File: src/rtl/P_ImageProcessing.sv
// Shared image-processing types and helpers: macroblock type, RGB24 channel
// slices and the rounding/clamping average used by macroblock statistics.
package P_ImageProcessing;

  typedef enum logic [1:0] {
    MB_INTRA  = 2'd0,
    MB_INTER  = 2'd1,
    MB_SKIP   = 2'd2,
    MB_DIRECT = 2'd3
  } teMacroBlockType;

  localparam int RGB24_R_MSB = 23;
  localparam int RGB24_R_LSB = 16;
  localparam int RGB24_G_MSB = 15;
  localparam int RGB24_G_LSB = 8;
  localparam int RGB24_B_MSB = 7;
  localparam int RGB24_B_LSB = 0;

  // Widest channel sum supported: 8 bits of pixel plus up to 8 bits of count.
  localparam int SUM_MAX_WIDTH = 16;

  function automatic logic [7:0] fnRgb24Avg(input logic [SUM_MAX_WIDTH-1:0] sum,
                                            input logic [4:0] shift);
    logic [SUM_MAX_WIDTH:0] half;
    logic [SUM_MAX_WIDTH:0] rounded;
    half    = (SUM_MAX_WIDTH+1)'(1) << shift;
    half    = half >> 1;
    rounded = ({1'b0, sum} + half) >> shift;
    if (rounded > (SUM_MAX_WIDTH+1)'(255)) begin
      return 8'hff;
    end
    return rounded[7:0];
  endfunction

endpackage

File: src/rtl/tIFrameTransfer.sv
// Frame transfer interface: a source streams RGB24 pixels grouped into
// macroblocks; the destination throttles it with ul1Ready.
interface tIFrameTransfer;
  import P_ImageProcessing::*;

  logic            ul1Active;
  teMacroBlockType eMacroBlockType;
  logic [23:0]     ul24Rgb24Data;
  logic            ul1MacroBlockEnd;
  logic            ul1Ready;

  modport source (
    output ul1Active, eMacroBlockType, ul24Rgb24Data, ul1MacroBlockEnd,
    input  ul1Ready
  );

  modport dest (
    input  ul1Active, eMacroBlockType, ul24Rgb24Data, ul1MacroBlockEnd,
    output ul1Ready
  );
endinterface

File: src/rtl/mb_channel_accumulator.sv
// One colour channel of a macroblock: running sum plus the rounded average of
// the sum as it will be after the current beat.
module mb_channel_accumulator
  import P_ImageProcessing::*;
#(
  parameter int L = 6
) (
  input  logic       ul1Clock,
  input  logic       ul1Reset,
  input  logic       beat,
  input  logic       first,
  input  logic       clear,
  input  logic [7:0] pixel,
  output logic [7:0] avg_next
);

  localparam int SW = 8 + L;

  logic [SW-1:0] sum;
  logic [SW-1:0] sum_next;

  always_comb begin
    sum_next = first ? SW'(pixel) : sum + SW'(pixel);
  end

  always_ff @(posedge ul1Clock) begin
    if (ul1Reset) begin
      sum <= '0;
    end else if (clear) begin
      sum <= '0;
    end else if (beat) begin
      sum <= sum_next;
    end
  end

  // Averaging the post-beat sum lets the end beat itself produce the result.
  assign avg_next = fnRgb24Avg(SUM_MAX_WIDTH'(sum_next), 5'(L));

endmodule

File: src/rtl/frame_transfer_mb_average.sv
// Per-macroblock average colour of an RGB24 frame stream, with block type,
// size-error flag and an end-of-frame macroblock count.
module frame_transfer_mb_average
  import P_ImageProcessing::*;
#(
  parameter int MB_WIDTH    = 8,
  parameter int MB_HEIGHT   = 8,
  parameter int COUNT_WIDTH = 16
) (
  input  logic                   ul1Clock,
  input  logic                   ul1Reset,
  tIFrameTransfer.dest           iFrame,
  output logic [23:0]            ul24OutRgbAvg,
  output teMacroBlockType        eOutMacroBlockType,
  output logic                   ul1OutSizeError,
  output logic                   ul1OutValid,
  input  logic                   ul1OutReady,
  output logic                   ul1FrameDone,
  output logic [COUNT_WIDTH-1:0] ulFrameBlockCount
);

  localparam int N  = MB_WIDTH * MB_HEIGHT;
  localparam int L  = $clog2(N);
  localparam int CW = L + 1;
  localparam logic [CW-1:0] CNT_FULL = CW'(N);
  localparam logic [CW-1:0] CNT_SAT  = '1;

  localparam logic [0:0] ST_IDLE   = 1'b0;
  localparam logic [0:0] ST_ACTIVE = 1'b1;

  logic            ready;
  logic            beat;
  logic            first;
  logic            end_beat;
  logic            abort;
  logic [CW-1:0]   cnt;
  logic [CW-1:0]   cnt_next;
  teMacroBlockType blk_type;
  teMacroBlockType blk_type_next;
  logic [7:0]      avg_r;
  logic [7:0]      avg_g;
  logic [7:0]      avg_b;
  logic [0:0]      state;
  logic [COUNT_WIDTH-1:0] blk_count;

  // Handshakes: a pixel transfers on a clock edge where ul1Active and ul1Ready
  // are both high; a result transfers on an edge where ul1OutValid and
  // ul1OutReady are both high. Input is stalled only while a result waits.
  assign ready          = !ul1Reset && (!ul1OutValid || ul1OutReady);
  assign iFrame.ul1Ready = ready;
  assign beat           = iFrame.ul1Active && ready;
  assign first          = (cnt == '0);
  assign end_beat       = beat && iFrame.ul1MacroBlockEnd;
  assign abort          = (state == ST_ACTIVE) && !iFrame.ul1Active;

  always_comb begin
    cnt_next      = cnt;
    blk_type_next = blk_type;
    if (first) begin
      cnt_next      = CW'(1);
      blk_type_next = iFrame.eMacroBlockType;
    end else if (cnt != CNT_SAT) begin
      cnt_next = cnt + CW'(1);
    end
  end

  mb_channel_accumulator #(.L(L)) u_acc_r (
    .ul1Clock (ul1Clock),
    .ul1Reset (ul1Reset),
    .beat     (beat),
    .first    (first),
    .clear    (end_beat || abort),
    .pixel    (iFrame.ul24Rgb24Data[RGB24_R_MSB:RGB24_R_LSB]),
    .avg_next (avg_r)
  );

  mb_channel_accumulator #(.L(L)) u_acc_g (
    .ul1Clock (ul1Clock),
    .ul1Reset (ul1Reset),
    .beat     (beat),
    .first    (first),
    .clear    (end_beat || abort),
    .pixel    (iFrame.ul24Rgb24Data[RGB24_G_MSB:RGB24_G_LSB]),
    .avg_next (avg_g)
  );

  mb_channel_accumulator #(.L(L)) u_acc_b (
    .ul1Clock (ul1Clock),
    .ul1Reset (ul1Reset),
    .beat     (beat),
    .first    (first),
    .clear    (end_beat || abort),
    .pixel    (iFrame.ul24Rgb24Data[RGB24_B_MSB:RGB24_B_LSB]),
    .avg_next (avg_b)
  );

  always_ff @(posedge ul1Clock) begin
    if (ul1Reset) begin
      cnt      <= '0;
      blk_type <= MB_INTRA;
    end else if (end_beat || abort) begin
      cnt <= '0;
    end else if (beat) begin
      cnt      <= cnt_next;
      blk_type <= blk_type_next;
    end
  end

  always_ff @(posedge ul1Clock) begin
    if (ul1Reset) begin
      ul1OutValid        <= 1'b0;
      ul24OutRgbAvg      <= '0;
      eOutMacroBlockType <= MB_INTRA;
      ul1OutSizeError    <= 1'b0;
    end else if (end_beat) begin
      ul1OutValid        <= 1'b1;
      ul24OutRgbAvg      <= {avg_r, avg_g, avg_b};
      eOutMacroBlockType <= blk_type_next;
      ul1OutSizeError    <= (cnt_next != CNT_FULL);
    end else if (ul1OutReady) begin
      ul1OutValid <= 1'b0;
    end
  end

  // Frame FSM; the done pulse carries the block count and resets it.
  always_ff @(posedge ul1Clock) begin
    if (ul1Reset) begin
      state             <= ST_IDLE;
      ul1FrameDone      <= 1'b0;
      ulFrameBlockCount <= '0;
      blk_count         <= '0;
    end else begin
      ul1FrameDone      <= 1'b0;
      ulFrameBlockCount <= '0;
      if (end_beat && (blk_count != '1)) begin
        blk_count <= blk_count + COUNT_WIDTH'(1);
      end
      case (state)
        ST_IDLE: begin
          if (iFrame.ul1Active) begin
            state <= ST_ACTIVE;
          end
        end
        ST_ACTIVE: begin
          if (!iFrame.ul1Active) begin
            state             <= ST_IDLE;
            ul1FrameDone      <= 1'b1;
            ulFrameBlockCount <= blk_count;
            blk_count         <= '0;
          end
        end
        default: state <= ST_IDLE;
      endcase
    end
  end

endmodule

File: src/flat_wrapper.sv
// flat-port wrapper written by rule: the top's interface ports become plain ports
module frame_transfer_mb_average_flat import P_ImageProcessing::*;
#(
  parameter int MB_WIDTH    = 8,
  parameter int MB_HEIGHT   = 8,
  parameter int COUNT_WIDTH = 16
)
  (ul1Clock, ul1Reset, ul24OutRgbAvg, eOutMacroBlockType, ul1OutSizeError, ul1OutValid, ul1OutReady, ul1FrameDone, ulFrameBlockCount, iFrame_ul1Active, iFrame_eMacroBlockType, iFrame_ul24Rgb24Data, iFrame_ul1MacroBlockEnd, iFrame_ul1Ready);
  tIFrameTransfer iFrame_i ();
  input  logic ul1Clock;
  input  logic ul1Reset;
  output logic [23:0] ul24OutRgbAvg;
  output teMacroBlockType eOutMacroBlockType;
  output logic ul1OutSizeError;
  output logic ul1OutValid;
  input  logic ul1OutReady;
  output logic ul1FrameDone;
  output logic [COUNT_WIDTH-1:0] ulFrameBlockCount;
  input wire logic [$bits(iFrame_i.ul1Active)-1:0] iFrame_ul1Active;
  input wire logic [$bits(iFrame_i.eMacroBlockType)-1:0] iFrame_eMacroBlockType;
  input wire logic [$bits(iFrame_i.ul24Rgb24Data)-1:0] iFrame_ul24Rgb24Data;
  input wire logic [$bits(iFrame_i.ul1MacroBlockEnd)-1:0] iFrame_ul1MacroBlockEnd;
  output wire logic [$bits(iFrame_i.ul1Ready)-1:0] iFrame_ul1Ready;
  assign iFrame_i.ul1Active = iFrame_ul1Active;
  assign iFrame_i.eMacroBlockType = iFrame_eMacroBlockType;
  assign iFrame_i.ul24Rgb24Data = iFrame_ul24Rgb24Data;
  assign iFrame_i.ul1MacroBlockEnd = iFrame_ul1MacroBlockEnd;
  assign iFrame_ul1Ready = iFrame_i.ul1Ready;
  frame_transfer_mb_average #(.MB_WIDTH(MB_WIDTH), .MB_HEIGHT(MB_HEIGHT), .COUNT_WIDTH(COUNT_WIDTH)) u_core (.ul1Clock(ul1Clock), .ul1Reset(ul1Reset), .iFrame(iFrame_i), .ul24OutRgbAvg(ul24OutRgbAvg), .eOutMacroBlockType(eOutMacroBlockType), .ul1OutSizeError(ul1OutSizeError), .ul1OutValid(ul1OutValid), .ul1OutReady(ul1OutReady), .ul1FrameDone(ul1FrameDone), .ulFrameBlockCount(ulFrameBlockCount));
endmodule
File: config.mk
export PLATFORM = sky130hd
export DESIGN_NAME = frame_transfer_mb_average_flat
export DESIGN_NICKNAME = d
export VERILOG_FILES = /design/src/rtl/P_ImageProcessing.sv /design/src/rtl/tIFrameTransfer.sv /design/src/rtl/mb_channel_accumulator.sv /design/src/rtl/frame_transfer_mb_average.sv /design/src/flat_wrapper.sv
export SDC_FILE = /design/constraint.sdc
export NUM_CORES = 1
export LEC_CHECK = 0
export CAP_MARGIN = 10
export CORE_ASPECT_RATIO = 1.25
export CORE_UTILIZATION = 40
export DETAILED_ROUTE_END_ITERATION = 12
export DONT_BUFFER_PORTS = 1
export PLACE_DENSITY = 0.52
export SYNTH_ARGS = -nofsm -noshare
export SYNTH_HDL_FRONTEND = slang
export SYNTH_SLANG_ARGS = --single-unit
export TNS_END_PERCENT = 50
File: constraint.sdc
create_clock -name ul1Clock -period 4.6 [get_ports ul1Clock]
set_input_delay 0.92 -clock ul1Clock [delete_from_list [all_inputs] [get_ports ul1Clock]]
set_output_delay 0.92 -clock ul1Clock [all_outputs]
set_load 0.03 [all_outputs]
==> results by group <==
Outcome
  • Outcome: finished, final reports clean

Floorplan
  • Io pins: 77
  • Core Rows: 52
  • Die Span X: 117.4 um
  • Vert. Die Dim: 146.3 um
  • Area of the die: 17180 um2
  • Initial core utilization: 40.95%
  • Core footprint: 16270 um2

Power
  • Clock power share: 49.4%
  • Psw: 0.0006936 W
  • Switch share: 26.04%
  • Comb power frac: 11.2%
  • P_int: 0.001970 W
  • Sequential share of power: 39.4%
  • Pwr/cell area: 358.7 nW/um2
  • Leakage: 2.694 nW
  • VDD IR max: 239.5 uV

Clocking
  • TritonCTS clock tree: yes
  • Hold Buf Count CTS: 0
  • # clock sinks: 113
  • Clock Path Buffers: 2
  • CTS Buf Count: 17
  • Worst-Skew Late Latency: 410 ps
  • Post-CTS resize count: 0
  • CTS HTree Levels: 4
  • Clk slew on worst S/H paths: 50 ps
  • Clock Tree Root: clkbuf_16
  • Postcts setup bufs: 0

STA
  • Final Cycle Share: 75.11%
  • Slew Limit Fails: 0
  • Worst Tran Pin Value: 1107 ps
  • Final Hold Viols: 0
  • Worst rel slew slack: 26.17%
  • RSZ-0062 raised after global routing: no
  • Hold WS: 463.0 ps
  • Worst Skew: 9.134 ps
  • Setup TNS: 0 ps
  • Clock period minus final worst setup slack: 3455 ps
  • Final setup vio count: 0
  • Max Freq: 289.4 MHz

Global routing
  • Pin count of the biggest net entering global routing: 50
  • GRT Util Overall: 19.29%
  • Gr ovfl total: 0
  • First-pass GRT wire length: 26650 um
  • Initial antenna violation count: 0
  • Vias in the first global route: 5390

Route
  • Via count: 5514
  • Vias/cell: 5.443
  • DRT Pass-1 Iters: 4
  • DRT iter0 DRCs: 203
  • WL per Instance: 15.83 um
  • Final WL: 16040 um
  • Drt drc: 0
  • Detail Route Antenna Nets: 0

Synth
  • Post-synthesis instance total: 799
  • Yosys warns: 0
  • Top FF cell, synth: dfxtp_1
  • Post-synth EDFFs: 0
  • FF+latch count, synth: 113
  • Mapped Nets: 863
  • FFs w/ async S/R, synth: 0%
  • Synth cell types: 81
  • Mapped Area: 6661 um2
  • Sequential fraction of the synthesis area: 33.96%
  • Syn_area_per_cell: 8.337 um2

Final layout
  • Area of the multi-input gates: 4143 um2
  • Most frequent cells in the layout: nor2_1, dfxtp_1, nand2_1
  • Layout cells sized above 1: 11.04%
  • Synthesis-to-layout area growth: 11.46%
  • Antenna fix cells: 0
  • Most common cell after layout, fill and taps aside: nor2_1
  • Fill count: 1617
  • Reg area: 2262 um2
  • Layout Nets: 850

Setup path
  • Startpoint type of the worst setup path: flop
  • Peak fanout along the critical path: 39
  • CP Class: reg2reg
  • CP required: 4930 ps
  • Arrival time at the worst endpoint: 3790 ps
  • CP endpoint kind: flop

Job
  • Max-cap check violation count: 0

Placed design
  • RD Place Congestion: 0.8319
  • # port buffers: 0
  • Final HPWL DP: 11190 um

Min path
  • Hold WC Path Type: reg2reg
cell usage after synthesis, types with 4 or more instances:
cell type  instances  area share (%)
o21ai_0           15             1.1
or4_1              5            0.56
inv_1             25             1.4
nand2_1           77             4.3
or3_1              5            0.47
or2_2              4            0.38
and3_1             9            0.85
nor2_1           117             6.6
nand4_1            8            0.75
o31ai_1            4            0.45
a211oi_1          14             1.6
nor3_1            21             1.6
a311oi_1           4            0.53
xor2_1            34             4.5
o21a_1             6            0.68
dfxtp_1          113              34
a21o_1             6            0.68
buf_1              6            0.34
xnor2_1           24             3.2
a21oi_1           59             4.4
ha_1              30             5.6
mux2i_1           10             1.5
a211oi_2          23             4.3
and2_1            24             2.3
o211ai_1          14             1.6
o2111ai_1          4            0.53
clkbuf_1          28             1.6
nand3_1           16             1.2
o21ai_1            6            0.45
nand2b_1          13             1.2
power by group through the flow:
stage | Combinational (W) | Clock (W) | Sequential (W)
2_1_floorplan | 0.000247 | 0 | 0.00106
3_3_place_gp | 0.000295 | 0 | 0.00107
3_5_place_dp | 0.000299 | 0 | 0.00107
4_1_cts | 0.000302 | 0.00134 | 0.00105
5_1_grt | 0.000337 | 0.00138 | 0.00105
6_report | 0.000300 | 0.00132 | 0.00105
area by class of cell:
class | instances | share of cell area (%)
Clock buffer | 19 | 5.966
Timing Repair Buffer | 8 | 0.9774
Clock inverter | 11 | 1.887
Tap cell | 216 | 3.640
Sequential cell | 113 | 30.47
Inverter | 25 | 1.264
Multi-Input combinational cell | 621 | 55.80
cells by family (layout without fill, tap and decap cells):
group,Yosys count,count (layout),share of synthesized area [%]
buffers and inverters,65,63,3.907
multiplexers,11,11,1.672
AO/OA/AOI/OAI,186,186,21.51
XOR/XNOR,58,58,7.626
adder cells (fa/ha/maj),33,33,6.536
flip-flops,113,113,33.96
AND/OR/NAND/NOR,333,333,24.79
stage by stage:
step / cell area (um2) / total power, W / utilization [%] / setup slack (ps) / instances
floorplan: 6661 / 0.001309 / - / 999.4 / 799
global placement: 6842 / 0.001363 / 42.06 / 790.0 / 983
detailed placement: 6842 / 0.001368 / 42.06 / 758.7 / 983
CTS: 7425 / 0.002687 / 45.65 / 1139 / 1013
global route: 7425 / 0.002773 / 45.65 / 847.9 / 1013
finish: 7425 / 0.002663 / 45.65 / 1145 / 1013
flip-flops by register name (all words and copies together), names as in the netlist:
signal / flops
u_core.ul24OutRgbAvg: 24
u_core.blk_count: 16
u_core.ulFrameBlockCount: 16
u_core.u_acc_b.sum: 14
u_core.u_acc_g.sum: 14
u_core.u_acc_r.sum: 14
u_core.cnt: 7
u_core.blk_type: 2
u_core.eOutMacroBlockType: 2
u_core.state: 1
u_core.ul1FrameDone: 1
u_core.ul1OutSizeError: 1
u_core.ul1OutValid: 1
metal layers:
metal  vias up  track usage (%)  share of wire [%]  wire, um
met5         -                0                  0         0
met4         0            5.779               0.99       159
met3        16            7.031                6.9      1112
met2       104            31.24                 47      7528
met1      2604            23.79                 45      7238
li1       2790                -                  -         -
worst paths after layout:
check,start,endpoint,slack (ps),depth (start not counted)
min,u_core.u_acc_g.sum[7],u_core.u_acc_g.sum[7],460,2
max reg2reg,u_core.cnt[0],u_core.ul24OutRgbAvg[14],1140,10
min reg2reg,u_core.u_acc_g.sum[7],u_core.u_acc_g.sum[7],460,2
max,u_core.cnt[0],u_core.ul24OutRgbAvg[14],1140,10
critical path: stages, from the launching register on:
cell	delay, ps
dfxtp_1	330
inv_1	80
ha_1	130
nor3b_1	390
and2_2	750
a2111oi_0	150
a21oi_1	300
o2111ai_1	290
nor4b_4	360
mux2_2	380
a211oi_2	200
Note: power is estimated with default switching activity, not from simulation.
